==> src/rtl/acpi_pkg.sv <==
// Shared definitions for the ACPI write-back stage.
//   ADDR_W / DATA_W : default pixel address and data widths (128x128 frame, 8-bit pixels)
//   CNT_W           : width of the completed-write counter
//   acpi_state_e    : frame sequencing states
//   acpi_entry_t    : one buffered pixel (address + data)
//   sat_inc         : saturating increment for the write counter
package acpi_pkg;

  localparam int ADDR_W = 14;
  localparam int DATA_W = 8;
  localparam int CNT_W  = 14;

  typedef enum logic [1:0] {
    IDLE  = 2'd0,
    RUN   = 2'd1,
    DRAIN = 2'd2,
    DONE  = 2'd3
  } acpi_state_e;

  typedef struct packed {
    logic [ADDR_W-1:0] addr;
    logic [DATA_W-1:0] data;
  } acpi_entry_t;

  // Counter holds at all-ones instead of wrapping.
  function automatic logic [CNT_W-1:0] sat_inc(input logic [CNT_W-1:0] v);
    logic [CNT_W-1:0] r;
    if (v == {CNT_W{1'b1}}) begin
      r = v;
    end else begin
      r = v + CNT_W'(1);
    end
    return r;
  endfunction

endpackage

==> src/rtl/acpi_wb_if.sv <==
// Bus bundle between the ACPI core, the write-back stage and frame memory.
//   core side   : acpi_valid, acpi_addr, acpi_data, finish
//   memory side : mem_wr_req, mem_wr_ack, mem_addr, mem_data
//   status      : full, overflow, pix_count, frame_done, order_err
// Modport slave is the write-back stage; master is whoever drives the core
// strobes and the memory acknowledge.
interface acpi_wb_if #(
  parameter int ADDR_W = acpi_pkg::ADDR_W,
  parameter int DATA_W = acpi_pkg::DATA_W
);

  logic                       acpi_valid;
  logic [ADDR_W-1:0]          acpi_addr;
  logic [DATA_W-1:0]          acpi_data;
  logic                       finish;
  logic                       mem_wr_req;
  logic                       mem_wr_ack;
  logic [ADDR_W-1:0]          mem_addr;
  logic [DATA_W-1:0]          mem_data;
  logic                       full;
  logic                       overflow;
  logic [acpi_pkg::CNT_W-1:0] pix_count;
  logic                       frame_done;
  logic                       order_err;

  modport slave (
    input  acpi_valid, acpi_addr, acpi_data, finish, mem_wr_ack,
    output mem_wr_req, mem_addr, mem_data, full, overflow, pix_count,
           frame_done, order_err
  );

  modport master (
    output acpi_valid, acpi_addr, acpi_data, finish, mem_wr_ack,
    input  mem_wr_req, mem_addr, mem_data, full, overflow, pix_count,
           frame_done, order_err
  );

endinterface

==> src/rtl/acpi_sync_fifo.sv <==
// Generic synchronous FIFO.
//   clk, rst (async, active-high)
//   push/wr_data : write one entry; accepted when not full, or when full with a pop
//   pop/rd_data  : rd_data shows the head; pop removes it (ignored when empty)
//   full/empty   : registered, reflect occupancy after this cycle's push and pop
// DEPTH must be a power of two so the pointers wrap naturally.
module acpi_sync_fifo #(
  parameter int WIDTH = 22,
  parameter int DEPTH = 8
) (
  input  logic             clk,
  input  logic             rst,
  input  logic             push,
  input  logic [WIDTH-1:0] wr_data,
  input  logic             pop,
  output logic [WIDTH-1:0] rd_data,
  output logic             full,
  output logic             empty
);

  localparam int PTR_W = (DEPTH > 1) ? $clog2(DEPTH) : 1;
  localparam int CNT_W = PTR_W + 1;

  logic [WIDTH-1:0] mem_r [DEPTH];
  logic [PTR_W-1:0] wr_ptr_r;
  logic [PTR_W-1:0] rd_ptr_r;
  logic [CNT_W-1:0] count_r;
  logic [CNT_W-1:0] count_next_s;
  logic             full_r;
  logic             empty_r;
  logic             do_push_s;
  logic             do_pop_s;

  // Qualify push/pop and work out next occupancy.
  always_comb begin
    do_push_s = push && (!full_r || pop);
    do_pop_s  = pop && !empty_r;
    case ({do_push_s, do_pop_s})
      2'b10:   count_next_s = count_r + CNT_W'(1);
      2'b01:   count_next_s = count_r - CNT_W'(1);
      default: count_next_s = count_r;
    endcase
  end

  // Pointers, occupancy and registered full/empty flags.
  always_ff @(posedge clk or posedge rst) begin
    if (rst) begin
      wr_ptr_r <= {PTR_W{1'b0}};
      rd_ptr_r <= {PTR_W{1'b0}};
      count_r  <= {CNT_W{1'b0}};
      full_r   <= 1'b0;
      empty_r  <= 1'b1;
    end else begin
      if (do_push_s) wr_ptr_r <= wr_ptr_r + PTR_W'(1);
      if (do_pop_s)  rd_ptr_r <= rd_ptr_r + PTR_W'(1);
      count_r <= count_next_s;
      full_r  <= (count_next_s == CNT_W'(DEPTH));
      empty_r <= (count_next_s == CNT_W'(0));
    end
  end

  // Entry storage; contents are don't-care until written.
  always_ff @(posedge clk) begin
    if (do_push_s) mem_r[wr_ptr_r] <= wr_data;
  end

  assign rd_data = mem_r[rd_ptr_r];
  assign full    = full_r;
  assign empty   = empty_r;

endmodule

==> src/rtl/acpi_wb.sv <==
// ACPI write-back stage: buffers interpolated pixels from the core, replays
// them to frame memory over a req/ack handshake and flags end of frame.
//   clk, rst (async, active-high)
//   bus (acpi_wb_if.slave):
//     acpi_valid/acpi_addr/acpi_data : pixel strobe from the core (no back-pressure)
//     finish                         : end-of-frame from the core, pulse or level
//     mem_wr_req/mem_addr/mem_data   : registered head slot toward memory
//     mem_wr_ack                     : memory accepts when high with mem_wr_req
//     full, overflow, pix_count, frame_done, order_err : status
// Optional build macro ACPI_WB_ORDER_CHECK_EN adds a strictly-increasing
// address check on accepted pixels; without it order_err is tied low.
module acpi_wb #(
  parameter int ADDR_W     = acpi_pkg::ADDR_W,
  parameter int DATA_W     = acpi_pkg::DATA_W,
  parameter int FIFO_DEPTH = 8
) (
  input logic       clk,
  input logic       rst,
  acpi_wb_if.slave  bus
);

  import acpi_pkg::*;

  localparam int ENTRY_W = ADDR_W + DATA_W;

  acpi_state_e       state_r;
  acpi_state_e       state_next_s;
  logic              finish_lat_r;
  logic              mem_wr_req_r;
  logic [ADDR_W-1:0] mem_addr_r;
  logic [DATA_W-1:0] mem_data_r;
  logic              overflow_r;
  logic [CNT_W-1:0]  pix_count_r;
  logic              frame_done_r;
  logic              order_err_s;

  logic              fifo_full_s;
  logic              fifo_empty_s;
  logic [ENTRY_W-1:0] fifo_rd_s;

  logic accept_s;
  logic slot_free_s;
  logic complete_s;
  logic pop_s;
  logic bypass_s;
  logic push_s;
  logic drop_s;

  // Datapath steering. An empty block loads the head slot straight from the
  // core so the request appears the next cycle; otherwise pixels queue in
  // the FIFO and refill the slot in the same cycle as each acknowledge.
  always_comb begin
    complete_s  = mem_wr_req_r && bus.mem_wr_ack;
    slot_free_s = !mem_wr_req_r || bus.mem_wr_ack;
    accept_s    = bus.acpi_valid && (state_r != DONE);
    pop_s       = slot_free_s && !fifo_empty_s;
    bypass_s    = accept_s && slot_free_s && fifo_empty_s;
    push_s      = accept_s && !bypass_s && (!fifo_full_s || pop_s);
    drop_s      = accept_s && !bypass_s && fifo_full_s && !pop_s;
  end

  acpi_sync_fifo #(
    .WIDTH (ENTRY_W),
    .DEPTH (FIFO_DEPTH)
  ) u_fifo (
    .clk     (clk),
    .rst     (rst),
    .push    (push_s),
    .wr_data ({bus.acpi_addr, bus.acpi_data}),
    .pop     (pop_s),
    .rd_data (fifo_rd_s),
    .full    (fifo_full_s),
    .empty   (fifo_empty_s)
  );

  // Frame sequencing; DRAIN also waits for a same-cycle strobe to land.
  always_comb begin
    state_next_s = state_r;
    case (state_r)
      IDLE: begin
        if (bus.acpi_valid) state_next_s = RUN;
        else                state_next_s = IDLE;
      end
      RUN: begin
        if (bus.finish || finish_lat_r) state_next_s = DRAIN;
        else                            state_next_s = RUN;
      end
      DRAIN: begin
        if (fifo_empty_s && !mem_wr_req_r && !accept_s) state_next_s = DONE;
        else                                            state_next_s = DRAIN;
      end
      DONE:    state_next_s = DONE;
      default: state_next_s = IDLE;
    endcase
  end

  // State register and finish latch (a one-cycle finish pulse is remembered).
  always_ff @(posedge clk or posedge rst) begin
    if (rst) begin
      state_r      <= IDLE;
      finish_lat_r <= 1'b0;
    end else begin
      state_r      <= state_next_s;
      finish_lat_r <= finish_lat_r | bus.finish;
    end
  end

  // Head slot: holds steady while memory stalls, refills on acknowledge.
  always_ff @(posedge clk or posedge rst) begin
    if (rst) begin
      mem_wr_req_r <= 1'b0;
      mem_addr_r   <= {ADDR_W{1'b0}};
      mem_data_r   <= {DATA_W{1'b0}};
    end else if (pop_s) begin
      mem_wr_req_r             <= 1'b1;
      {mem_addr_r, mem_data_r} <= fifo_rd_s;
    end else if (bypass_s) begin
      mem_wr_req_r <= 1'b1;
      mem_addr_r   <= bus.acpi_addr;
      mem_data_r   <= bus.acpi_data;
    end else if (slot_free_s) begin
      mem_wr_req_r <= 1'b0;
    end
  end

  // Status flags and completed-write counter.
  always_ff @(posedge clk or posedge rst) begin
    if (rst) begin
      overflow_r   <= 1'b0;
      pix_count_r  <= {CNT_W{1'b0}};
      frame_done_r <= 1'b0;
    end else begin
      overflow_r   <= overflow_r | drop_s;
      frame_done_r <= (state_next_s == DONE);
      if (complete_s) pix_count_r <= sat_inc(pix_count_r);
    end
  end

`ifdef ACPI_WB_ORDER_CHECK_EN
  logic [ADDR_W-1:0] last_addr_r;
  logic              have_last_r;
  logic              order_err_r;

  // Every stored pixel must have a strictly larger address than the one before.
  always_ff @(posedge clk or posedge rst) begin
    if (rst) begin
      last_addr_r <= {ADDR_W{1'b0}};
      have_last_r <= 1'b0;
      order_err_r <= 1'b0;
    end else if (bypass_s || push_s) begin
      if (have_last_r && (bus.acpi_addr <= last_addr_r)) order_err_r <= 1'b1;
      last_addr_r <= bus.acpi_addr;
      have_last_r <= 1'b1;
    end
  end

  assign order_err_s = order_err_r;
`else
  assign order_err_s = 1'b0;
`endif

  assign bus.mem_wr_req = mem_wr_req_r;
  assign bus.mem_addr   = mem_addr_r;
  assign bus.mem_data   = mem_data_r;
  assign bus.full       = fifo_full_s;
  assign bus.overflow   = overflow_r;
  assign bus.pix_count  = pix_count_r;
  assign bus.frame_done = frame_done_r;
  assign bus.order_err  = order_err_s;

endmodule

==> src/flat_wrapper.sv <==
// flat-port wrapper written by rule: the top's interface ports become plain ports
module acpi_wb_flat import acpi_pkg::*;
#(
  parameter int ADDR_W     = acpi_pkg::ADDR_W,
  parameter int DATA_W     = acpi_pkg::DATA_W,
  parameter int FIFO_DEPTH = 8
)
  (clk, rst, bus_acpi_valid, bus_acpi_addr, bus_acpi_data, bus_finish, bus_mem_wr_ack, bus_mem_wr_req, bus_mem_addr, bus_mem_data, bus_full, bus_overflow, bus_pix_count, bus_frame_done, bus_order_err);
  acpi_wb_if #(.ADDR_W(ADDR_W), .DATA_W(DATA_W)) bus_i ();
  input logic clk;
  input logic rst;
  input wire logic [$bits(bus_i.acpi_valid)-1:0] bus_acpi_valid;
  input wire logic [$bits(bus_i.acpi_addr)-1:0] bus_acpi_addr;
  input wire logic [$bits(bus_i.acpi_data)-1:0] bus_acpi_data;
  input wire logic [$bits(bus_i.finish)-1:0] bus_finish;
  input wire logic [$bits(bus_i.mem_wr_ack)-1:0] bus_mem_wr_ack;
  output wire logic [$bits(bus_i.mem_wr_req)-1:0] bus_mem_wr_req;
  output wire logic [$bits(bus_i.mem_addr)-1:0] bus_mem_addr;
  output wire logic [$bits(bus_i.mem_data)-1:0] bus_mem_data;
  output wire logic [$bits(bus_i.full)-1:0] bus_full;
  output wire logic [$bits(bus_i.overflow)-1:0] bus_overflow;
  output wire logic [$bits(bus_i.pix_count)-1:0] bus_pix_count;
  output wire logic [$bits(bus_i.frame_done)-1:0] bus_frame_done;
  output wire logic [$bits(bus_i.order_err)-1:0] bus_order_err;
  assign bus_i.acpi_valid = bus_acpi_valid;
  assign bus_i.acpi_addr = bus_acpi_addr;
  assign bus_i.acpi_data = bus_acpi_data;
  assign bus_i.finish = bus_finish;
  assign bus_i.mem_wr_ack = bus_mem_wr_ack;
  assign bus_mem_wr_req = bus_i.mem_wr_req;
  assign bus_mem_addr = bus_i.mem_addr;
  assign bus_mem_data = bus_i.mem_data;
  assign bus_full = bus_i.full;
  assign bus_overflow = bus_i.overflow;
  assign bus_pix_count = bus_i.pix_count;
  assign bus_frame_done = bus_i.frame_done;
  assign bus_order_err = bus_i.order_err;
  acpi_wb #(.ADDR_W(ADDR_W), .DATA_W(DATA_W), .FIFO_DEPTH(FIFO_DEPTH)) u_core (.clk(clk), .rst(rst), .bus(bus_i));
endmodule
==> config.mk <==
export PLATFORM = sky130hd
export DESIGN_NAME = acpi_wb_flat
export DESIGN_NICKNAME = d
export VERILOG_FILES = /design/src/rtl/acpi_pkg.sv /design/src/rtl/acpi_wb_if.sv /design/src/rtl/acpi_sync_fifo.sv /design/src/rtl/acpi_wb.sv /design/src/flat_wrapper.sv
export SDC_FILE = /design/constraint.sdc
export NUM_CORES = 1
export LEC_CHECK = 0
export BUFFER_PORTS_ARGS = -buffer_cell sky130_fd_sc_hd__buf_2
export CORE_MARGIN = 2
export CORE_UTILIZATION = 25
export DETAILED_ROUTE_END_ITERATION = 10
export PLACE_DENSITY = 0.36
export SETUP_SLACK_MARGIN = 0.1
export SLEW_MARGIN = 20
export SYNTH_ARGS = -nofsm -noshare
export SYNTH_HDL_FRONTEND = slang
export SYNTH_SLANG_ARGS = --single-unit
==> constraint.sdc <==
create_clock -name clk -period 3.7 [get_ports clk]
set_input_delay 0.74 -clock clk [delete_from_list [all_inputs] [get_ports clk]]
set_output_delay 0.74 -clock clk [all_outputs]
set_load 0.02 [all_outputs]
**Word-level counts from Yosys, hierarchy flattened**

Memory sizes are Yosys's and may differ from the RTL's.
Cells that the tools add are included.

- Add/sub/neg operators: 5
- Eq/ne operators: 9
- Multiplexer cells: 14
- Bitwise gates (word level): 3
- Reduce and logical (&&, ||, !) cells: 27

Operator list:

| kind | number |
|---|---|
| $mux W14 | 2 |
| $mux W8 | 2 |
| $add A14 B1 Y14 const B | 1 |
| $eq A14 B14 Y1 const B | 1 |
| $logic_and A1 B1 Y1 | 13 |
| $eq A2 B2 Y1 const B | 4 |
| $pmux W2 S4 | 1 |
| $pmux W4 S2 | 1 |
| $mux W1 | 7 |
| $add A3 B1 Y3 const B | 2 |
| $logic_not A1 Y1 | 6 |
| $add A4 B1 Y4 const B | 1 |
| $eq A2 B1 Y1 const B | 2 |
| $eq A4 B4 Y1 const B | 1 |
| $logic_not A4 Y1 | 1 |
| $sub A4 B1 Y4 const B | 1 |
| $logic_or A1 B1 Y1 | 3 |
| $reduce_bool A3 Y1 | 1 |
| $logic_not A2 Y1 | 1 |
| $mux W2 | 1 |
| $ne A2 B2 Y1 const B | 1 |
| $or A1 B1 Y1 | 2 |
| $reduce_and A2 Y1 | 1 |
| $reduce_bool A2 Y1 | 1 |
| $not A1 Y1 | 1 |

- Register bits: 54
- RAM bits: 176
- Bits of input ports: 27
- Output and inout port bits: 41
- Memories kept: 1

Memories:

| name | words | width | rd ports | clocked after memory_dff | wr ports | RTL line | RTL |
|---|---|---|---|---|---|---|---|
| u_core.u_fifo.mem_r | 8 | 22 | 1 | 0 | 1 | acpi_sync_fifo.sv:24 | `logic [WIDTH-1:0] mem_r [DEPTH];` |

**Logic depth before layout (Yosys ltp)**

Gate-level depths: netlist of run 1.

- Word-level depth: 11
- Depth in mapped cells: 12
- Depth with buffers taken out: 10

**By module**

A second synthesis of run 1 with hierarchy kept.

- Cell total of the unflattened synthesis: 504
- Area, all modules: 9270.1 sq um

Modules (own cells, without submodules):

| module | times used | cells an instance | area each (sq um) | seq. area each (sq um) |
|---|---|---|---|---|
| acpi_sync_fifo | 1 | 323 | 7262.0 | 5586.6 |
| acpi_wb | 1 | 181 | 2008.2 | 1051.0 |

**Worst setup path before layout of run 1**

Ideal clock, no wire load.

- Path type: in2reg
- Start: in bus_acpi_valid
- End: mem u_core.u_fifo.mem_r[0][0], enable pin
- Library setup time: 0.429 ns
- Arrival: 2.994 ns
- Setup slack: 0.278 ns
- Cell stages on the path: 4
- Buffers on the path: 0
- Cells stage by stage: a21bo_2 a211oi_4 nand2b_1 nor3_1

- Word-level cells in the longest chain between the ends: 9

Ends and longest elaborated chain:

| what | RTL line | RTL |
|---|---|---|
| start: declaration | flat_wrapper.sv:12 | `input wire logic [$bits(bus_i.acpi_valid)-1:0] bus_acpi_valid;` |
| $logic_and A1 B1 Y1 (*) | acpi_wb.sv:55 | `accept_s = bus.acpi_valid && (state_r != DONE);` |
| $logic_and A1 B1 Y1 (2 in a row) | acpi_wb.sv:57 | `bypass_s = accept_s && slot_free_s && fifo_empty_s;` |
| $logic_not A1 Y1 | acpi_wb.sv:58 | `push_s = accept_s && !bypass_s && (!fifo_full_s \|\| pop_s);` |
| $logic_and A1 B1 Y1 (*) (2 in a row) | acpi_wb.sv:58 |  |
| $logic_and A1 B1 Y1 (*) | acpi_sync_fifo.sv:36 | `do_push_s = push && (!full_r \|\| pop);` |
| $mux W1 (*) | acpi_sync_fifo.sv:64 | `if (do_push_s) mem_r[wr_ptr_r] <= wr_data;` |
| $mux W1 (not written as such) (*) | acpi_sync_fifo.sv:64 |  |
| end: declaration | acpi_sync_fifo.sv:24 |  |

Every way passes the cells marked *; elsewhere a longest branch is shown, timed or not.

**Worst setup path after layout of run 1**

- Start: reg u_core.state_r[0]
- End: reg u_core.u_fifo.empty_r (netlist: u_core.u_fifo.empty)

- Word-level cells in the longest chain between the ends: 11
- Elaborated cells on any way between the ends: 12
- Those cells by class: 3 x eq/ne; 1 x mux; 8 x reduce/logical

Ends and longest elaborated chain:

| what | RTL line | RTL |
|---|---|---|
| start: declaration | acpi_wb.sv:26 | `acpi_state_e state_r;` |
| start signal: assignment | acpi_wb.sv:103 | `state_r <= state_next_s;` |
| $ne A2 B2 Y1 (*) | acpi_wb.sv:55 |  |
| $logic_and A1 B1 Y1 (*) | acpi_wb.sv:55 |  |
| $logic_and A1 B1 Y1 (2 in a row) | acpi_wb.sv:57 |  |
| $logic_not A1 Y1 | acpi_wb.sv:58 |  |
| $logic_and A1 B1 Y1 (*) (2 in a row) | acpi_wb.sv:58 |  |
| $logic_and A1 B1 Y1 (*) | acpi_sync_fifo.sv:36 |  |
| $eq A2 B1 Y1 / $eq A2 B2 Y1 (equally long branches) | acpi_sync_fifo.sv:38 | `case ({do_push_s, do_pop_s})` |
| $pmux W4 S2 (*) | acpi_sync_fifo.sv:38 |  |
| net u_core.u_fifo.count_next_s[1] | acpi_sync_fifo.sv:28 | `logic [CNT_W-1:0] count_next_s;` |
| $logic_not A4 Y1 (*) | acpi_sync_fifo.sv:58 | `empty_r <= (count_next_s == CNT_W'(0));` |
| end signal: assignment | acpi_sync_fifo.sv:58 |  |
| end: declaration | acpi_sync_fifo.sv:30 | `logic empty_r;` |

Mark *: on every way through the listed nets, which the timed path passes. The rest lies on a longest branch.
A chain may end at the register's enable or synchronous reset.

==> flow_summary.json, run 1 <==
{
  "cts_hold_buffers": 0,
  "area_delta_synth_final_pct": 20.7,
  "stdcell_area_um2": 11300,
  "r2r-end": "u_core.u_fifo.empty",
  "drt-initial-drc-count": 191,
  "rows": 70,
  "core_area_um2": 36700,
  "synth_area_um2": 9330,
  "seq_area_frac_synth_pct": 71.2,
  "worstPathArrival_ns": 3.38,
  "die_x_um": 197,
  "firstDrtPassIters": 4,
  "power.density_nw_per_um2": 774,
  "critPathLaunchType": "register",
  "cts_tree": "yes",
  "cts_made_buffers": 28,
  "max_freq_mhz": 341,
  "drc": 0,
  "synth.avg_cell_area_um2": 15.7,
  "io_buffers": 66,
  "synthFlopType": "edfxtp_1",
  "post_cts_resized": 0,
  "fin_cells": 1176,
  "ir_worst_vdd_uv": 383,
  "drt_wl_total_um": 22600,
  "outcome": "complete, no violations",
  "ys_ff_latch": 230,
  "grt_pass1_vias": 5581,
  "worst_hold_path_type": "input port to async pin",
  "initial_utilization_pct": 25.4,
  "timing.rr.start": "u_core.state_r[0]",
  "synth_cell_types": 56,
  "leakage_nw": 4.07,
  "final.setup.tns_ns": 0,
  "worst_pin_slew_ns": 0.775,
  "die_area_um2": 38900,
  "postCtsSetupBuffers": 0,
  "worst-setup-path-type": "register to register",
  "finClkSkew_ns": 0.00696,
  "drtAntennaViolNets": 0,
  "clockBufferDepth": 3,
  "finalCritPeriodShare_pct": 79.3,
  "drive_above_1_share_pct": 24.3,
  "worstPathRequired_ns": 4.15,
  "worstPathMaxFanout": 6,
  "insertion_delay_ns": 0.53,
  "pre_cts_slack_ns": 0.316,
  "synthCells": 593,
  "grt_overflow": 0,
  "slew_violations": 0,
  "cpMostUsedCell": "ha_1",
  "max-slew-margin-rel_pct": 48.3,
  "end_kind": "register",
  "layout_min_cycle_time_ns": 2.94,
  "routed_via_density": 4.41,
  "maxCapViolCount": 0,
  "finish.utilization_pct": 30.7,
  "io_pins": 68,
  "placed_area_um2": 10300,
  "gp_congestion": 0.722,
  "root_buffer": "clkbuf_16",
  "fin_ws_ns": 0.765,
  "antenna_found_initial": 1,
  "power_mw": 8.72,
  "synthArstFlopShare_pct": 23.5,
  "holdWs_ns": 0.342,
  "crit_slowest_cell": "a2111o_1",
  "hold_viol": 0,
  "setup_viol": 0,
  "slowest_delay_ns": 0.43,
  "track_usage_pct": 11.8,
  "grt_max_degree": 45,
  "dpl.hpwl_um": 14200,
  "yosysWarnings": 0,
  "cts_sinks": 230,
  "avgRoutedWirePerCell_um": 19.2,
  "crit_path_cell_trace": "a21bo_2 -> a211oi_4 -> inv_1 -> ha_1 -> xor2_1 -> ha_1 -> mux2_2 -> a2111o_1 -> a211oi_2",
  "clkTransAtPathRegs_ns": 0.06,
  "synth_nets": 626,
  "synth_edf_count": 176,
  "dp_cells": 1123,
  "nets": 718,
  "rsz0062_at_grt": "false",
  "rrSetupSlack_ns": 0.76,
  "die_h_um": 197,
  "dr_total_vias": 5191,
  "htreeDepth": 1,
  "grt_pass1_wl_um": 34800,
  "r2r_cells": 9
}
-- synth_stat cells, types with 5 or more instances --
cell	n	share of area, %
dfrtp_1	53	14
or2_0	13	0.87
buf_2	9	0.48
edfxtp_1	176	57
nand2_1	35	1.4
a22oi_1	30	2.4
xnor2_1	12	1.1
nor2_1	38	1.5
mux4_2	14	3.4
nand3_1	30	1.6
mux2i_1	60	6.4
xor2_1	6	0.56
nor3_1	7	0.38
ha_1	6	0.80
nor2b_1	7	0.47
buf_4	11	0.89
inv_1	5	0.20
a31oi_1	24	1.6
-- critical path, delay by kind of cell (launching register included) --
| kind | cells | cell delay (ns) |
|---|---|---|
| AOI/OAI and AO/OA | 4 | 1.28 |
| adders and majority gates | 2 | 0.56 |
| DFF | 1 | 0.42 |
| muxes | 1 | 0.29 |
| xor gates and xnor gates | 1 | 0.19 |
| buffers and inverters | 1 | 0.11 |
-- registers in the layout, summed over array words and instances (netlist names), 2 cells and up --
name / count
u_core.bus.mem_addr: 14
u_core.bus.mem_data: 8
u_core.bus.pix_count: 14
u_core.state_r: 2
u_core.u_fifo.count_r: 4
u_core.u_fifo.mem_r: 176
u_core.u_fifo.rd_ptr_r: 3
u_core.u_fifo.wr_ptr_r: 3
-- power breakdown --
part	switching (mW)	leakage (nW)	internal, mW	total [mW]
Combinational	1.46	1.39	0.997	2.46
Sequential	0.302	2.23	3.27	3.57
Clock	1.04	0.459	1.65	2.70
Total	2.81	4.07	5.91	8.72
-- cells by family (layout without fill, tap and decap cells) --
| logic type | count (synthesis) | count (layout) | synth area share (%) |
|---|---|---|---|
| DFF | 230 | 230 | 71.2 |
| AOI/OAI and AO/OA | 70 | 70 | 5.54 |
| and+or+nand+nor | 158 | 158 | 8.66 |
| other | 1 | 2 | 0.0402 |
| xor gates and xnor gates | 18 | 18 | 1.69 |
| buffers and inverters | 33 | 147 | 1.89 |
| muxes | 77 | 77 | 10.2 |
| adders and majority gates | 6 | 6 | 0.805 |
-- layout make-up --
class                   count  area, µm²
multi-input cells         330       2550
well taps                 468        586
flip-flops and latches    230       6640
clock buffers              36        802
fillers                  3642      25400
repair buffers             89        541
diodes                      1       2.50
inverters                   6       22.5
clock inverters            16        124
-- layer usage --
layer	vias to the layer above	track usage, %	routed length (µm)
met4	0	2.62	454
met2	98	20.4	11000
met5	-	0	0
met3	35	2.12	866
met1	2604	15.5	10300
li1	2454	-	-
-- placed cells by master (no fill, tap or decap), types with 6 or more instances in the layout --
cell	instances
xor2_1	6
or2_0	13
a22oi_1	30
buf_2	66
nor2b_1	7
nor2_1	32
xnor2_1	12
clkbuf_16	29
clkinv_1	7
ha_1	6
mux2i_1	60
clkinv_2	6
mux4_2	14
nor2_2	7
dfrtp_1	51
nand3_1	30
a31oi_1	24
buf_4	20
nand2_1	35
edfxtp_1	176
-- how the worst max path moves through the flow --
stage                 startpoint                   endpoint  slack, ns  cells after the start
2_1_floorplan     bus_acpi_valid  u_core.u_fifo.mem_r[0][0]       0.28                      4
3_3_place_gp      bus_mem_wr_ack        u_core.u_fifo.empty       0.40                     10
5_1_grt        u_core.state_r[0]        u_core.u_fifo.empty       0.62                      9
4_1_cts        u_core.state_r[0]        u_core.u_fifo.empty       0.74                      9
6_report       u_core.state_r[0]        u_core.u_fifo.empty       0.76                      9
3_5_place_dp      bus_mem_wr_ack        u_core.u_fifo.empty       0.32                     10
(Power assumes the default switching activity.)
==> run 2, diff against run 1 <==
==> constraint.sdc (replaced) <==
create_clock -name clk -period 2.95 [get_ports clk]
set_input_delay 0.59 -clock clk [delete_from_list [all_inputs] [get_ports clk]]
set_output_delay 0.59 -clock clk [all_outputs]
set_load 0.02 [all_outputs]
==> flow_summary.json, run 2 (synthesized netlist as in run 1, its figures left out) <==
{
  "clockBufferDepth": 3,
  "worstPathArrival_ns": 3.10,
  "regMostFlops": "u_core.u_fifo.mem_r",
  "fin_ws_ns": 0.288,
  "cts_tree": "yes",
  "finalCritPeriodShare_pct": 90.2,
  "largest_reg_flops": 176,
  "die_h_um": 197,
  "antennaDiodeCount": 0,
  "drt_wl_total_um": 23400,
  "worstPathRequired_ns": 3.39,
  "insertion_delay_ns": 0.53,
  "end_kind": "register",
  "routed_via_density": 4.46,
  "p_sw_share_pct": 32.4,
  "cts_hold_buffers": 0,
  "multi_input_area_um2": 2560,
  "dpl.hpwl_um": 13900,
  "rows": 70,
  "cts_made_buffers": 27,
  "layout_min_cycle_time_ns": 2.66,
  "power.density_nw_per_um2": 968,
  "slew_violations": 0,
  "drt-initial-drc-count": 246,
  "grt_pass1_wl_um": 35100,
  "drive_above_1_share_pct": 24.8,
  "io_buffers": 66,
  "clkTransAtPathRegs_ns": 0.06,
  "critPathLaunchType": "register",
  "seq_power_share_pct": 41.2,
  "worst_pin_slew_ns": 0.805,
  "cts_sinks": 230,
  "outcome": "complete, no violations",
  "fillers": 3652,
  "die_area_um2": 38900,
  "worst_hold_path_type": "input port to async pin",
  "clockPowerShare_pct": 29.7,
  "area_delta_synth_final_pct": 21.3,
  "ir_worst_vdd_uv": 435,
  "pre_cts_slack_ns": -0.0283,
  "setup_viol": 0,
  "maxCapViolCount": 0,
  "ff_latch_area_um2": 6640,
  "hold_viol": 0,
  "worstPathMaxFanout": 5,
  "htreeDepth": 1,
  "io_pins": 68,
  "intPower_mw": 7.41,
  "drc": 0,
  "use_met2_pct": 22.2,
  "grt_pass1_vias": 5616,
  "final_common_cell": "edfxtp_1",
  "power_switching_mw": 3.55,
  "drtAntennaViolNets": 0,
  "final_cell_mix": "edfxtp_1, buf_2, mux2i_1",
  "max-slew-margin-rel_pct": 46.3,
  "grt_max_degree": 55,
  "post_cts_resized": 0,
  "p_comb_share_pct": 29.0,
  "postCtsSetupBuffers": 0,
  "grt_overflow": 0,
  "max_freq_mhz": 376,
  "gp_congestion": 0.701,
  "firstDrtPassIters": 6,
  "antenna_found_initial": 2,
  "worst-setup-path-type": "register to register",
  "core_area_um2": 36700,
  "avgRoutedWirePerCell_um": 19.7,
  "die_x_um": 197,
  "use_met1_pct": 14.9,
  "rsz0062_at_grt": "false",
  "final.setup.tns_ns": 0,
  "initial_utilization_pct": 25.4,
  "nets": 730,
  "finClkSkew_ns": 0.0101,
  "root_buffer": "clkbuf_16",
  "grtUsageMet3_pct": 2.13,
  "dr_total_vias": 5285,
  "busiest_layer": "met2",
  "track_usage_pct": 12.1,
  "leakage_nw": 4.11
}
[run 2: cell types whose count changed in the layout (fill, tap and decap cells not counted)]
cell,change
clkinvlp_4,-1
clkinv_2,-3
clkbuf_16,-2
clkbuf_8,-3
buf_4,+13
diode_2,-1
clkbuf_1,+8
nor3_4,+2
clkinv_4,+1
nor3_2,-2
clkinv_1,-4
bufinv_16,+1
[run 2: through the flow]
stage / area, µm² / cells / hold slack [ns] / utilization [%] / power (mW)
6_report: 11300 / 1185 / 0.136 / 30.8 / 11.0
5_1_grt: 11300 / 1185 / 0.150 / 30.8 / 11.6
4_1_cts: 11300 / 1185 / 0.133 / 30.8 / 11.2
3_5_place_dp: 10400 / 1136 / 0.461 / 28.5 / 7.87
3_3_place_gp: 10400 / 1136 / 0.454 / 28.5 / 7.78
2_1_floorplan: 9340 / 593 / 0.432 / - / 6.65
[run 2: final timing paths]
| path | depth (start not counted) | endpoint | from | slack (ns) |
|---|---|---|---|---|
| worst max-delay path | 9 | u_core.u_fifo.empty | u_core.bus.mem_wr_req | 0.29 |
| worst min-delay path | 3 | u_core.bus.mem_data[4] | rst | 0.14 |
| worst max register to register | 9 | u_core.u_fifo.empty | u_core.bus.mem_wr_req | 0.29 |
| worst min register to register | 2 | u_core.finish_lat_r | u_core.finish_lat_r | 0.47 |
| max in group asynchronous | 3 | u_core.u_fifo.empty | rst | 2.47 |
| min in group clk | 3 | u_core.finish_lat_r | bus_finish | 0.28 |
[run 2: worst max-delay path: stages, from the launching register on]
cell      delay, ns
dfrtp_1        0.42
and3b_1        0.23
a211oi_4       0.23
inv_1          0.09
ha_1           0.23
xor2_1         0.17
ha_1           0.28
mux2_2         0.30
a2111o_1       0.43
a211oi_2       0.21
[run 2: layout make-up]
type	count	share of cell area, %
Inverter	6	0.199
Clock buffer	39	6.55
Tap cell	468	5.18
Timing Repair Buffer	102	5.64
Multi-Input combinational cell	330	22.6
Clock inverter	10	1.11
Sequential cell	230	58.7
[run 2: power groups by stage]
stage                     combinational, mW  clock (mW)  sequential (mW)
after floorplan                        1.99           0             4.66
after global placement                 3.22           0             4.56
after detailed placement               3.28           0             4.59
after CTS                              3.29        3.37             4.53
after global routing                   3.51        3.49             4.60
final                                  3.18        3.26             4.52
[run 2: layer usage]
| metal | wire (µm) | vias up |
|---|---|---|
| met5 | 27 | - |
| met4 | 443 | 4 |
| met3 | 925 | 36 |
| met2 | 11900 | 90 |
| met1 | 10100 | 2676 |
| li1 | - | 2479 |
